### src/rtl/lcm_reg_rd_sched_if.sv
// Bus between the local control path, the LCM register-read uploader and the
// read scheduler. The scheduler takes the slave side.
interface lcm_reg_rd_sched_if;
  logic        sw_rd_req;
  logic [7:0]  sw_rd_reg_n;
  logic        poll_en;
  logic [15:0] poll_mask;
  logic [31:0] poll_interval;
  logic        out_lcm_data_ready;
  logic        lcm_valid_wr;
  logic [7:0]  rd_reg_n;
  logic        busy;
  logic        sw_pending;
  logic        sw_rej;
  logic        timeout_err;
  logic        poll_round_done;
  logic [31:0] rd_cnt;

  modport master (
    output sw_rd_req, sw_rd_reg_n, poll_en, poll_mask, poll_interval,
           out_lcm_data_ready, lcm_valid_wr,
    input  rd_reg_n, busy, sw_pending, sw_rej, timeout_err, poll_round_done,
           rd_cnt
  );

  modport slave (
    input  sw_rd_req, sw_rd_reg_n, poll_en, poll_mask, poll_interval,
           out_lcm_data_ready, lcm_valid_wr,
    output rd_reg_n, busy, sw_pending, sw_rej, timeout_err, poll_round_done,
           rd_cnt
  );
endinterface

### src/rtl/lcm_reg_rd_sched.sv
// Drives rd_reg_n of the LCM register-read uploader: software single reads take
// priority over polling rounds; each select is held for one packet, then acked.
module lcm_reg_rd_sched #(
  parameter int unsigned HOLD_CYC = 7,
  parameter int unsigned TIMEOUT  = 16,
  parameter int unsigned MAX_REG  = 15
) (
  input logic               clk,
  input logic               rst,
  lcm_reg_rd_sched_if.slave bus
);

  // state | meaning
  // IDLE  | nothing in flight; issue pending software read, else due poll read
  // HOLD  | rd_reg_n holds the selected index for HOLD_CYC cycles
  // ACK   | rd_reg_n = 0; wait for end-of-packet strobe or timeout
  typedef enum logic [1:0] {IDLE, HOLD, ACK} state_t;

  localparam logic [4:0] PTR_NONE = 5'd16;

  state_t      state_q;
  logic [7:0]  rd_reg_n_q;
  logic [7:0]  cnt_q;
  logic [3:0]  idx_q;
  logic        cur_poll_q;
  logic        busy_q;
  logic        sw_pending_q;
  logic [3:0]  sw_idx_q;
  logic        sw_rej_q;
  logic        timeout_err_q;
  logic        round_done_q;
  logic [31:0] rd_cnt_q;
  logic [31:0] timer_q;
  logic        round_q;
  logic [4:0]  ptr_q;

  logic [4:0]  due_idx_d;
  logic [4:0]  nxt_idx_d;
  logic        poll_due_d;
  logic        sw_acc_d;
  logic        rnd_start_d;
  logic        done_d;

  // Lowest set mask bit at or above 'from' within [MAX_REG:1]; PTR_NONE if none.
  function automatic logic [4:0] first_set(input logic [15:0] mask,
                                           input logic [4:0]  from);
    logic [4:0] r;
    r = PTR_NONE;
    for (int i = MAX_REG; i >= 1; i--) begin
      if (mask[i] && (5'(i) >= from)) r = 5'(i);
    end
    return r;
  endfunction

  always_comb begin
    due_idx_d   = first_set(bus.poll_mask, ptr_q);
    nxt_idx_d   = first_set(bus.poll_mask, {1'b0, idx_q} + 5'd1);
    poll_due_d  = bus.poll_en && round_q && (due_idx_d != PTR_NONE);
    sw_acc_d    = bus.sw_rd_req && !sw_pending_q &&
                  (bus.sw_rd_reg_n != 8'd0) && (bus.sw_rd_reg_n <= 8'(MAX_REG));
    rnd_start_d = bus.poll_en && !round_q && (timer_q >= bus.poll_interval);
    done_d      = (state_q == ACK) && (bus.lcm_valid_wr || (cnt_q == 8'd0));
  end

  always_ff @(posedge clk or posedge rst) begin
    if (rst) begin
      state_q       <= IDLE;
      rd_reg_n_q    <= 8'd0;
      cnt_q         <= 8'd0;
      idx_q         <= 4'd0;
      cur_poll_q    <= 1'b0;
      busy_q        <= 1'b0;
      sw_pending_q  <= 1'b0;
      sw_idx_q      <= 4'd0;
      sw_rej_q      <= 1'b0;
      timeout_err_q <= 1'b0;
      round_done_q  <= 1'b0;
      rd_cnt_q      <= 32'd0;
      timer_q       <= 32'd0;
      round_q       <= 1'b0;
      ptr_q         <= 5'd1;
    end else begin
      sw_rej_q      <= 1'b0;
      timeout_err_q <= 1'b0;
      round_done_q  <= 1'b0;

      if (bus.sw_rd_req && !sw_acc_d) sw_rej_q <= 1'b1;
      if (sw_acc_d) begin
        sw_pending_q <= 1'b1;
        sw_idx_q     <= bus.sw_rd_reg_n[3:0];
      end

      // Interval timer; an empty mask never opens a round and just restarts.
      if (bus.poll_en && !round_q) begin
        if (rnd_start_d) begin
          timer_q <= 32'd0;
          round_q <= |bus.poll_mask[MAX_REG:1];
          ptr_q   <= 5'd1;
        end else begin
          timer_q <= timer_q + 32'd1;
        end
      end

      unique case (state_q)
        IDLE: begin
          if (bus.out_lcm_data_ready && sw_pending_q) begin
            sw_pending_q <= 1'b0;
            idx_q        <= sw_idx_q;
            rd_reg_n_q   <= {4'd0, sw_idx_q};
            cur_poll_q   <= 1'b0;
            cnt_q        <= 8'(HOLD_CYC - 1);
            busy_q       <= 1'b1;
            state_q      <= HOLD;
          end else if (bus.out_lcm_data_ready && poll_due_d && !sw_acc_d) begin
            // A software request arriving now is served first; poll waits.
            idx_q      <= due_idx_d[3:0];
            rd_reg_n_q <= {4'd0, due_idx_d[3:0]};
            cur_poll_q <= 1'b1;
            cnt_q      <= 8'(HOLD_CYC - 1);
            busy_q     <= 1'b1;
            state_q    <= HOLD;
          end
          if (round_q && (due_idx_d == PTR_NONE)) begin
            round_q <= 1'b0;
            timer_q <= 32'd0;
            ptr_q   <= 5'd1;
          end
        end
        HOLD: begin
          if (cnt_q == 8'd0) begin
            rd_reg_n_q <= 8'd0;
            cnt_q      <= 8'(TIMEOUT - 1);
            state_q    <= ACK;
          end else begin
            cnt_q <= cnt_q - 8'd1;
          end
        end
        ACK: begin
          if (bus.lcm_valid_wr) rd_cnt_q <= rd_cnt_q + 32'd1;
          else if (cnt_q == 8'd0) timeout_err_q <= 1'b1;
          else cnt_q <= cnt_q - 8'd1;
        end
        default: state_q <= IDLE;
      endcase

      if (done_d) begin
        state_q <= IDLE;
        busy_q  <= 1'b0;
        if (cur_poll_q && round_q && bus.poll_en) begin
          if (nxt_idx_d == PTR_NONE) begin
            round_done_q <= 1'b1;
            round_q      <= 1'b0;
            timer_q      <= 32'd0;
            ptr_q        <= 5'd1;
          end else begin
            ptr_q <= nxt_idx_d;
          end
        end
      end

      // Dropping poll_en abandons the round; an in-flight read still completes.
      if (!bus.poll_en) begin
        round_q <= 1'b0;
        timer_q <= 32'd0;
        ptr_q   <= 5'd1;
      end
    end
  end

  assign bus.rd_reg_n        = rd_reg_n_q;
  assign bus.busy            = busy_q;
  assign bus.sw_pending      = sw_pending_q;
  assign bus.sw_rej          = sw_rej_q;
  assign bus.timeout_err     = timeout_err_q;
  assign bus.poll_round_done = round_done_q;
  assign bus.rd_cnt          = rd_cnt_q;

endmodule
### src/flat_wrapper.sv
// flat-port wrapper written by rule: the top's interface ports become plain ports
module lcm_reg_rd_sched_flat 
#(
  parameter int unsigned HOLD_CYC = 7,
  parameter int unsigned TIMEOUT  = 16,
  parameter int unsigned MAX_REG  = 15
)
  (clk, rst, bus_sw_rd_req, bus_sw_rd_reg_n, bus_poll_en, bus_poll_mask, bus_poll_interval, bus_out_lcm_data_ready, bus_lcm_valid_wr, bus_rd_reg_n, bus_busy, bus_sw_pending, bus_sw_rej, bus_timeout_err, bus_poll_round_done, bus_rd_cnt);
  lcm_reg_rd_sched_if bus_i ();
  input logic clk;
  input logic rst;
  input wire logic [$bits(bus_i.sw_rd_req)-1:0] bus_sw_rd_req;
  input wire logic [$bits(bus_i.sw_rd_reg_n)-1:0] bus_sw_rd_reg_n;
  input wire logic [$bits(bus_i.poll_en)-1:0] bus_poll_en;
  input wire logic [$bits(bus_i.poll_mask)-1:0] bus_poll_mask;
  input wire logic [$bits(bus_i.poll_interval)-1:0] bus_poll_interval;
  input wire logic [$bits(bus_i.out_lcm_data_ready)-1:0] bus_out_lcm_data_ready;
  input wire logic [$bits(bus_i.lcm_valid_wr)-1:0] bus_lcm_valid_wr;
  output wire logic [$bits(bus_i.rd_reg_n)-1:0] bus_rd_reg_n;
  output wire logic [$bits(bus_i.busy)-1:0] bus_busy;
  output wire logic [$bits(bus_i.sw_pending)-1:0] bus_sw_pending;
  output wire logic [$bits(bus_i.sw_rej)-1:0] bus_sw_rej;
  output wire logic [$bits(bus_i.timeout_err)-1:0] bus_timeout_err;
  output wire logic [$bits(bus_i.poll_round_done)-1:0] bus_poll_round_done;
  output wire logic [$bits(bus_i.rd_cnt)-1:0] bus_rd_cnt;
  assign bus_i.sw_rd_req = bus_sw_rd_req;
  assign bus_i.sw_rd_reg_n = bus_sw_rd_reg_n;
  assign bus_i.poll_en = bus_poll_en;
  assign bus_i.poll_mask = bus_poll_mask;
  assign bus_i.poll_interval = bus_poll_interval;
  assign bus_i.out_lcm_data_ready = bus_out_lcm_data_ready;
  assign bus_i.lcm_valid_wr = bus_lcm_valid_wr;
  assign bus_rd_reg_n = bus_i.rd_reg_n;
  assign bus_busy = bus_i.busy;
  assign bus_sw_pending = bus_i.sw_pending;
  assign bus_sw_rej = bus_i.sw_rej;
  assign bus_timeout_err = bus_i.timeout_err;
  assign bus_poll_round_done = bus_i.poll_round_done;
  assign bus_rd_cnt = bus_i.rd_cnt;
  lcm_reg_rd_sched #(.HOLD_CYC(HOLD_CYC), .TIMEOUT(TIMEOUT), .MAX_REG(MAX_REG)) u_core (.clk(clk), .rst(rst), .bus(bus_i));
endmodule
### config.mk
export PLATFORM = sky130hd
export DESIGN_NAME = lcm_reg_rd_sched_flat
export DESIGN_NICKNAME = d
export VERILOG_FILES = /design/src/rtl/lcm_reg_rd_sched_if.sv /design/src/rtl/lcm_reg_rd_sched.sv /design/src/flat_wrapper.sv
export SDC_FILE = /design/constraint.sdc
export NUM_CORES = 1
export LEC_CHECK = 0
export CORE_UTILIZATION = 45
export DETAILED_ROUTE_END_ITERATION = 10
export PLACE_DENSITY = 0.69
export REMOVE_ABC_BUFFERS = 1
export SLEW_MARGIN = 15
export SYNTH_ARGS = -nofsm -noshare
export SYNTH_HDL_FRONTEND = slang
export SYNTH_SLANG_ARGS = --single-unit
### constraint.sdc
create_clock -name clk -period 5.48 [get_ports clk]
set_input_delay 0.822 -clock clk [delete_from_list [all_inputs] [get_ports clk]]
set_output_delay 0.822 -clock clk [all_outputs]
set_load 0.01 [all_outputs]
; Yosys cells after proc, flatten, opt, wreduce, memory -nomap -nowiden
; Index checks and enable logic that the tools add are counted.
[totals]
register_bits = 102
in_bits = 62
out_inout_bits = 45
[op_classes]
addsub = 4
magnitude_cmp = 32
eq_ne = 12
n_mux = 86
n_reduce_logical = 64
[op_table]
columns = operator, n
row1 = $mux 32, 8
row2 = $mux 5, 38
row3 = $ge 4x5->1 const A, 16
row4 = $add 32x1->32 const B, 2
row5 = $mux 8, 8
row6 = $logic_and 1x1->1, 45
row7 = $ge 3x5->1 const A, 8
row8 = $ge 32x32->1, 1
row9 = $pmux 8 s3, 1
row10 = $mux 1, 23
row11 = $ge 2x5->1 const A, 4
row12 = $pmux 8 s2, 1
row13 = $reduce_or 15->1, 1
row14 = $eq 5x5->1 const B, 2
row15 = $ge 1x5->1 const A, 2
row16 = $le 8x4->1 const B, 1
row17 = $logic_not 8->1, 1
row18 = $mux 2, 4
row19 = $mux 4, 2
row20 = $reduce_bool 8->1, 1
row21 = $sub 8x1->8 const B, 1
row22 = $ne 3x1->1 const B, 2
row23 = $pmux 2 s3, 1
row24 = $reduce_and 2->1, 3
row25 = 14 further kinds, 22

; Logic depth before layout (Yosys ltp)
; Gate-level depths: netlist (run 1).
[logic_depth]
word_depth = 25
ltp_mapped = 11
depth_no_buf = 9

; Worst setup path before layout (run 1)
; OpenSTA, ideal clock, no wires.
[synth_timing]
path_type = in2reg
from = in bus_poll_interval[31]
to = reg u_core.timer_q[4]
setup_ns = 0.150
t_arrival_ns = 2.877
path_slack_ns = 2.453
path_stages = 10
path_cell_list = inv_1 ha_1 nand2_1 nor3_1 nand2_1 nor4b_1 a211oi_1 a21oi_1 clkbuf_1 nor4_1
[synth_between]
elab_chain_len = 10
[synth_rtl]
columns = item, line_no
row1 = "start, declared", flat_wrapper.sv:16  ; input wire logic [$bits(bus_i.poll_interval)-1:0] bus_poll_interval;
row2 = $ge 32x32->1 *, lcm_reg_rd_sched.sv:61  ; rnd_start_d = bus.poll_en && !round_q && (timer_q >= bus.poll_interval);
row3 = $logic_and 1x1->1 *, lcm_reg_rd_sched.sv:61
row4 = $mux 32 *, lcm_reg_rd_sched.sv:95  ; if (rnd_start_d) begin
row5 = $mux 32 *, lcm_reg_rd_sched.sv:94  ; if (bus.poll_en && !round_q) begin
row6 = $mux 32, lcm_reg_rd_sched.sv:123  ; if (round_q && (due_idx_d == PTR_NONE)) begin
row7 = $mux 32 *, lcm_reg_rd_sched.sv:104  ; unique case (state_q)
row8 = $mux 32, lcm_reg_rd_sched.sv:150  ; if (nxt_idx_d == PTR_NONE) begin
row9 = $mux 32, lcm_reg_rd_sched.sv:149  ; if (cur_poll_q && round_q && bus.poll_en) begin
row10 = $mux 32 *, lcm_reg_rd_sched.sv:146  ; if (done_d) begin
row11 = $mux 32 *, lcm_reg_rd_sched.sv:162  ; if (!bus.poll_en) begin
row12 = "end signal, assigned", lcm_reg_rd_sched.sv:100  ; timer_q <= timer_q + 32'd1;
row13 = "end, declared", lcm_reg_rd_sched.sv:33  ; logic [31:0] timer_q;
; Mark *: on every way between the ends. The rest lies on a longest branch, timed or not.
; A chain may end at the register's enable or synchronous reset.

; Final worst setup path (run 1)
[layout_timing]
from = in bus_poll_interval[21]
to = reg u_core.timer_q[4]
; The elaborated chain is that of the path after synthesis.

==> results of run 1 <==
[power by group]
part | switching [mW] | leakage (nW) | internal, mW
clock network | 0.260 | 0.163 | 0.443
registers | 0.104 | 1.33 | 0.802
logic | 0.523 | 2.05 | 0.379
total | 0.887 | 3.53 | 1.62
[state kept, by name, indices dropped and copies added (netlist names)]
| signal | flops |
|---|---|
| u_core.bus.rd_cnt | 32 |
| u_core.timer_q | 32 |
| u_core.cnt_q | 8 |
| u_core.ptr_q | 5 |
| u_core.bus.rd_reg_n | 4 |
| u_core.idx_q | 4 |
| u_core.sw_idx_q | 4 |
| u_core.state_q | 2 |
| u_core.bus.busy | 1 |
| u_core.bus.poll_round_done | 1 |
| u_core.bus.sw_pending | 1 |
| u_core.bus.sw_rej | 1 |
| u_core.bus.timeout_err | 1 |
| u_core.cur_poll_q | 1 |
| u_core.round_q | 1 |
[cells by family (layout without fill, tap and decap cells)]
group           Yosys count  count (layout)  share of synthesized area (%)
flops                    98              98                          35.83
simple gates            271             271                          23.68
xor+xnor                 62              62                          7.930
fa+ha+maj                45              45                          8.186
buf+inv                  95             184                          6.066
compound gates          152             152                          16.46
mux                      11              11                          1.790
other cells               1               4                        0.05476
[cell type report]
cell class,instances,area [sq um],share of cell area (%)
multi-input cells,545,4001,48.20
flip-flops and latches,98,2454,29.56
repair buffers,105,1041,12.54
inverters,64,242.7,2.924
well taps,184,230.2,2.773
clock buffers,10,229.0,2.758
clock inverters,5,103.9,1.251
[synth_stat cells (all sizes together), types with 9 or more instances]
cell and count:
clkbuf 10, nand4 23, o21ai 29, nand3 41, and3 9, dfrtp 97, ha 44, o211ai 9
nand2 61, a21oi 31, nor2b 14, inv 64, buf 21, and2 12, nor4 39, nor3 13
nor2 31, xor2 30, mux2 10, xnor2 32
[worst min path at each step]
stage	from	endpoint	slack, ns	cells past startpoint
5_1_grt	u_core.bus.rd_cnt[31]	u_core.bus.rd_cnt[31]	0.51	1
3_5_place_dp	u_core.bus.rd_cnt[2]	u_core.bus.rd_cnt[2]	0.49	1
3_3_place_gp	u_core.bus.rd_cnt[31]	u_core.bus.rd_cnt[31]	0.46	1
2_1_floorplan	u_core.cnt_q[6]	u_core.cnt_q[6]	0.46	1
6_report	u_core.bus.rd_cnt[31]	u_core.bus.rd_cnt[31]	0.48	1
4_1_cts	u_core.bus.rd_cnt[31]	u_core.bus.rd_cnt[31]	0.50	1
[per-layer routing]
layer  vias up  wire length [um]  track usage [%]
li1       2833                 -                -
met1      2822              8043            30.18
met2       164              7894            36.61
met3        15               824            4.322
met4         0               192            5.165
met5         -                 0                0
[stage by stage]
stage	util, %	total power [mW]
after floorplan	-	1.502
after global routing	56.48	2.680
after global placement	54.21	1.756
after CTS	56.48	2.519
final	56.48	2.511
after detailed placement	54.21	1.804
[critical path: stages]
cell             delay [ns]
clkdlybuf4s50_1        0.45
inv_1                  0.04
ha_1                   0.20
or4_1                  0.51
o22ai_1                0.18
a21oi_1                0.10
a211oi_1               0.77
a21oi_4                0.32
buf_4                  0.34
nor4_1                 0.31
==> qor.txt, run 1 <==
Status: finished, violations left
Failing checks: DRC
First DRT Iteration DRCs: 442
Fmax: 262.3 MHz
Share of Yosys cell area claimed by the top area cell type: 35.45%
Layout area overhead: 21.23%
Total negative slack: 0 ns
DRT antenna net count: 0
Setup crit start: bus_poll_interval[21]
Data arrival, critical path: 4.05 ns
CTS clock-pin slew for the worst setup and hold paths: 0.06 ns
Critical path type: primary input to flop
Pwr dens: 302.5 nW/um^2
Total die area: 15720 sq um
Vias per inst: 5.771
Seq/Total Area, Yosys: 35.83%
CORE AREA: 14700 sq um
Final wirelength: 16950 um
Synth async-reset ratio: 100.0%
DP Worst Slack: 1.343 ns
Slew Limit Fails: 0
Reg2reg path depth: 9
Post-CTS Setup Bufs: 0
Die X-Extent: 125.4 um
Finished Layout Cells: 1011
Post-DR wirelength/cell: 16.77 um
Initial DRT Pass Iterations: 8
Fin area: 8302 sq um
Initial Utilization: 46.59%
I/O pin cnt: 107
Sink Count: 98
Hold WS: 0.4845 ns
Most used DFF post-synth: dfrtp_1
Setup violators final: 0
RSZ-0062 raised after global routing: false
Maximum VDD drop: 0.0002124 V
Worst Setup EP: u_core.timer_q[4]
Dpl hpwl: 12720 um
Synth Area per Inst: 9.317 sq um
Clock H-tree levels: 3
Num CTS Buffers: 9
Vias in the first global route: 5821
Max_cap viols: 0
CP max FO: 20
Cell Area, Synth: 6848 sq um
Most frequent cells in the layout: clkdlybuf4s50_1 (101), dfrtp_1 (97), inv_1 (62), nand2_1 (61), ha_1 (44)
Clock Skew: 0.006137 ns
Commonest non-fill, non-tap cell in the layout: clkdlybuf4s50_1
Fin crit share: 69.57%
Fin crit period: 3.812 ns
Number of flops mapped to enable cells by yosys: 0
Total GRT Usage: 22.23%
Synth warnings: 0
Largest net degree at the start of global routing: 63
Placer Congestion: 0.8977
Die height: 125.4 um
Global-route wire length before repair: 28550 um
Reg2reg end: u_core.timer_q[4]
TritonCTS clock tree: done
Nets: 929
Fillcell total: 1247
Total leakage power: 3.535 nW
Transition time of the tightest slew-check pin: 0.9214 ns
Cts repair resizes: 0
Setup slack after layout: 1.668 ns
Clk_lat worst skew: 0.34 ns
Top cell type by total area after synthesis: dfrtp_1
Post-Place Cells: 996
Yosys reg bits: 98
Gr ovfl total: 0
Top post-synthesis cells by area: dfrtp_1 (35%), ha_1 (8.0%), nor4_2 (4.8%), xnor2_1 (4.1%), xor2_1 (3.8%)
Initial antenna violation count: 0
WP data required: 5.72 ns
Layout cells sized above 1: 9.069%
Via count: 5834
Flop2flop setup slack: 1.80 ns
Clock Tree Root: clkbuf_16
Min-Delay Path Class: flop to flop
Clock buffer depth: 2
Diodes inserted: 0
Placed instance area: 7969 sq um
Cell count after synthesis: 735
Port bufs: 101
Slew headroom: 38.20%
Crit. End Element: flop
Worst r2r src: u_core.idx_q[0]
# rows: 44
Synth cell types: 86
Crit start category: primary input
Remaining DRCs: 12
# hold bufs at CTS: 0
Fin. Hold Viols: 0
Note: power is estimated with default switching activity, not from simulation.
==> run 2: changes to the inputs <==
PLACE_DENSITY = 0.71   (was 0.69)
clock period = 3.3 ns   (was 5.48 ns; I/O delays follow)
==> run 2 against run 1 <==
  * The flow still finishes with violations (DRC)
  * Die area unchanged
  * Largest power group is now combinational logic
  * Via count increased by 0.55%
  * Non-clock buffer count increased by 20
  * Utilization rose by 1.1 points
  * Largest cell class unchanged
  * Cell count is 2.1% higher
  * Global-route usage up 0.76 points
  * Worst setup slack worse by 1.5 ns
  * Worst hold slack worse by 0.0069 ns
  * Cell area rose by 1.9%
  * Clock skew grew 0.0033 ns
  * Clock power rose by 51%
  * Register-to-register slack worse by 1.6 ns
==> qor.txt, run 2 (synthesized netlist as in run 1, its figures left out) <==
Die height: 125.4 um (unchanged)
Total die area: 15720 sq um (unchanged)
Layout cells sized above 1: 11.56% (was 9.069%)
Sink Count: 98 (unchanged)
Worst path max stage delay: 0.53 ns (was 0.77 ns)
RSZ-0062 raised after global routing: false (unchanged)
Setup violators final: 0 (unchanged)
Initial DRT Pass Iterations: 8 (unchanged)
Clock Tree Root: clkbuf_16 (unchanged)
Total leakage power: 3.623 nW (was 3.535 nW)
Initial Utilization: 46.59% (unchanged)
Fillcell total: 1286 (was 1247)
Max_cap viols: 0 (unchanged)
Critical path type: flop to flop (was primary input to flop)
Internal power: 2.544 mW (was 1.624 mW)
Placer Congestion: 0.8540 (was 0.8977)
Port bufs: 101 (unchanged)
Fin. Hold Viols: 0 (unchanged)
Dpl hpwl: 13060 um (was 12720 um)
Vias per inst: 5.684 (was 5.771)
# hold bufs at CTS: 0 (unchanged)
Die X-Extent: 125.4 um (unchanged)
Hold WS: 0.4775 ns (was 0.4845 ns)
Switching share of total power: 37.60% (was 35.34%)
DRT antenna net count: 0 (unchanged)
Hold wc startpoint: u_core.bus.rd_cnt[31] (unchanged)
CP max FO: 34 (was 20)
Cells along the critical path: inv_1 > ha_1 > nor2b_1 > o31ai_1 > nand3_1 > a21boi_2 > a41oi_2 > a2111oi_4 > buf_12 > nor4_2 (was clkdlybuf4s50_1 > inv_1 > ha_1 > or4_1 > o22ai_1 > a21oi_1 > a211oi_1 > a21oi_4 > buf_4 > nor4_1)
CTS clock-pin slew for the worst setup and hold paths: 0.08 ns (was 0.06 ns)
Commonest non-fill, non-tap cell in the layout: clkdlybuf4s50_1 (unchanged)
Maximum VDD drop: 0.0003834 V (was 0.0002124 V)
Comb power frac: 37.7% (was 35.9%)
Clock buffer depth: 2 (unchanged)
Failing checks: DRC (unchanged)
Fin crit period: 3.119 ns
Placed instance area: 8157 sq um (was 7969 sq um)
Post-DR wirelength/cell: 16.54 um (was 16.77 um)
Post-CTS Setup Bufs: 0 (unchanged)
Slowest cell on crit path: o31ai_1 (was a211oi_1)
Vias in the first global route: 5993 (was 5821)
Fin crit share: 94.51%
Transition time of the tightest slew-check pin: 0.7132 ns (was 0.9214 ns)
Via count: 5866 (was 5834)
Reg2reg end: u_core.timer_q[24] (was u_core.timer_q[4])
Most frequent cells in the layout: clkdlybuf4s50_1 (101), dfrtp_1 (97), inv_1 (62), nand2_1 (61), ha_1 (44) (unchanged)
Clock Skew: 0.009402 ns (was 0.006137 ns)
Reg2reg path depth: 10 (was 9)
# rows: 44 (unchanged)
Initial antenna violation count: 0 (unchanged)
Num CTS Buffers: 9 (unchanged)
Fin area: 8462 sq um (was 8302 sq um)
Total GRT Usage: 22.99% (was 22.23%)
Clock power frac: 25.9% (was 28.0%)
Global-route wire length before repair: 29260 um (was 28550 um)
Switching power of the nets: 1.533 mW (was 0.8874 mW)
Pwr dens: 481.7 nW/um^2 (was 302.5 nW/um^2)
Gr ovfl total: 0 (unchanged)
Status: finished, violations left (unchanged)
I/O pin cnt: 107 (unchanged)
TritonCTS clock tree: done (unchanged)
Setup crit start: u_core.idx_q[1] (was bus_poll_interval[21])
Flop pwr share: 36.4% (was 36.1%)
Total chip power: 4.076 mW (was 2.511 mW)
Final wirelength: 17070 um (was 16950 um)
Clock H-tree levels: 3 (unchanged)
Hold depth: 1 (unchanged)
Slew Limit Fails: 0 (unchanged)
First DRT Iteration DRCs: 419 (was 442)
CORE AREA: 14700 sq um (unchanged)
Nets: 949 (was 929)
Worst r2r src: u_core.idx_q[1] (was u_core.idx_q[0])
Remaining DRCs: 6 (was 12)
Min-Delay Path Class: flop to flop (unchanged)
WP data required: 3.53 ns (was 5.72 ns)
Largest net degree at the start of global routing: 55 (was 63)
Clk_lat worst skew: 0.36 ns (was 0.34 ns)
Data arrival, critical path: 3.35 ns (was 4.05 ns)
Crit. End Element: flop (unchanged)
Hold Path End: u_core.bus.rd_cnt[31] (unchanged)
Flop2flop setup slack: 0.18 ns (was 1.80 ns)
Diodes inserted: 0 (unchanged)
Crit start category: flop (was primary input)
Layout area overhead: 23.57% (was 21.23%)
Fmax: 320.6 MHz
Slew headroom: 52.45% (was 38.20%)
## run 2: changes by cell type in the layout (fill, tap and decap cells not counted), sizes merged
cell      before  now
clkinvlp       0    1
buf            4   24
inv           64   66
clkinv         2    3
bufinv         3    0
## run 2: per-stage QoR
stage / util [%] / std cells / TNS, ns / setup WS (ns)
CTS: 57.53 / 1032 / 0 / 0.06373
global placement: 55.49 / 1016 / 0 / 0.2043
floorplan: - / 707 / -29.90 / -0.8351
detailed placement: 55.49 / 1016 / 0 / 0.1036
global route: 57.57 / 1032 / 0 / 0.02267
finish: 57.57 / 1032 / 0 / 0.1811
## run 2: power groups by stage
| stage | logic [mW] | clock network, mW | registers [mW] |
|---|---|---|---|
| 6_report | 1.54 | 1.06 | 1.48 |
| 5_1_grt | 1.70 | 1.14 | 1.51 |
| 4_1_cts | 1.53 | 1.08 | 1.48 |
| 3_5_place_dp | 1.51 | 0 | 1.50 |
| 3_3_place_gp | 1.47 | 0 | 1.50 |
| 2_1_floorplan | 0.998 | 0 | 1.50 |
## run 2: worst max-delay path: cells and delay by family, from the launching register on
family | cells | cell delay, ns
buffers and inverters | 2 | 0.39
AOI/OAI and AO/OA | 4 | 1.34
DFF | 1 | 0.48
adders and majority gates | 1 | 0.40
and+or+nand+nor | 3 | 0.37
## run 2: what timing repair did
| item | in CTS | in global routing |
|---|---|---|
| hold endpoints to repair | 0 | 0 |
| endpoints found under the setup margin | 0 | 28 |
| resized for setup | 0 | 1 |
## run 2: worst max path at each step
stage | slack (ns) | end
after floorplan | -0.84 | u_core.ptr_q[1]
final | 0.18 | u_core.timer_q[24]
after global routing | 0.02 | u_core.timer_q[4]
after detailed placement | 0.10 | u_core.timer_q[4]
after CTS | 0.06 | u_core.timer_q[4]
after global placement | 0.20 | u_core.timer_q[4]
## run 2: layout make-up
cell class              count  area [sq um]  area share [%]
multi-input cells         545          4006           47.35
flip-flops and latches     98          2454           29.00
repair buffers            125          1229           14.52
clock buffers              10         239.0           2.824
well taps                 184         230.2           2.721
clock inverters             6         61.31          0.7245
inverters                  64         242.7           2.869
## run 2: per-layer routing
layer	vias to the layer above	part of all wire (%)	global-route usage [%]
met2	151	48	38.55
met3	19	4.5	4.921
met5	-	0	0
met1	2819	46	30.27
li1	2877	-	-
met4	0	1.4	5.524
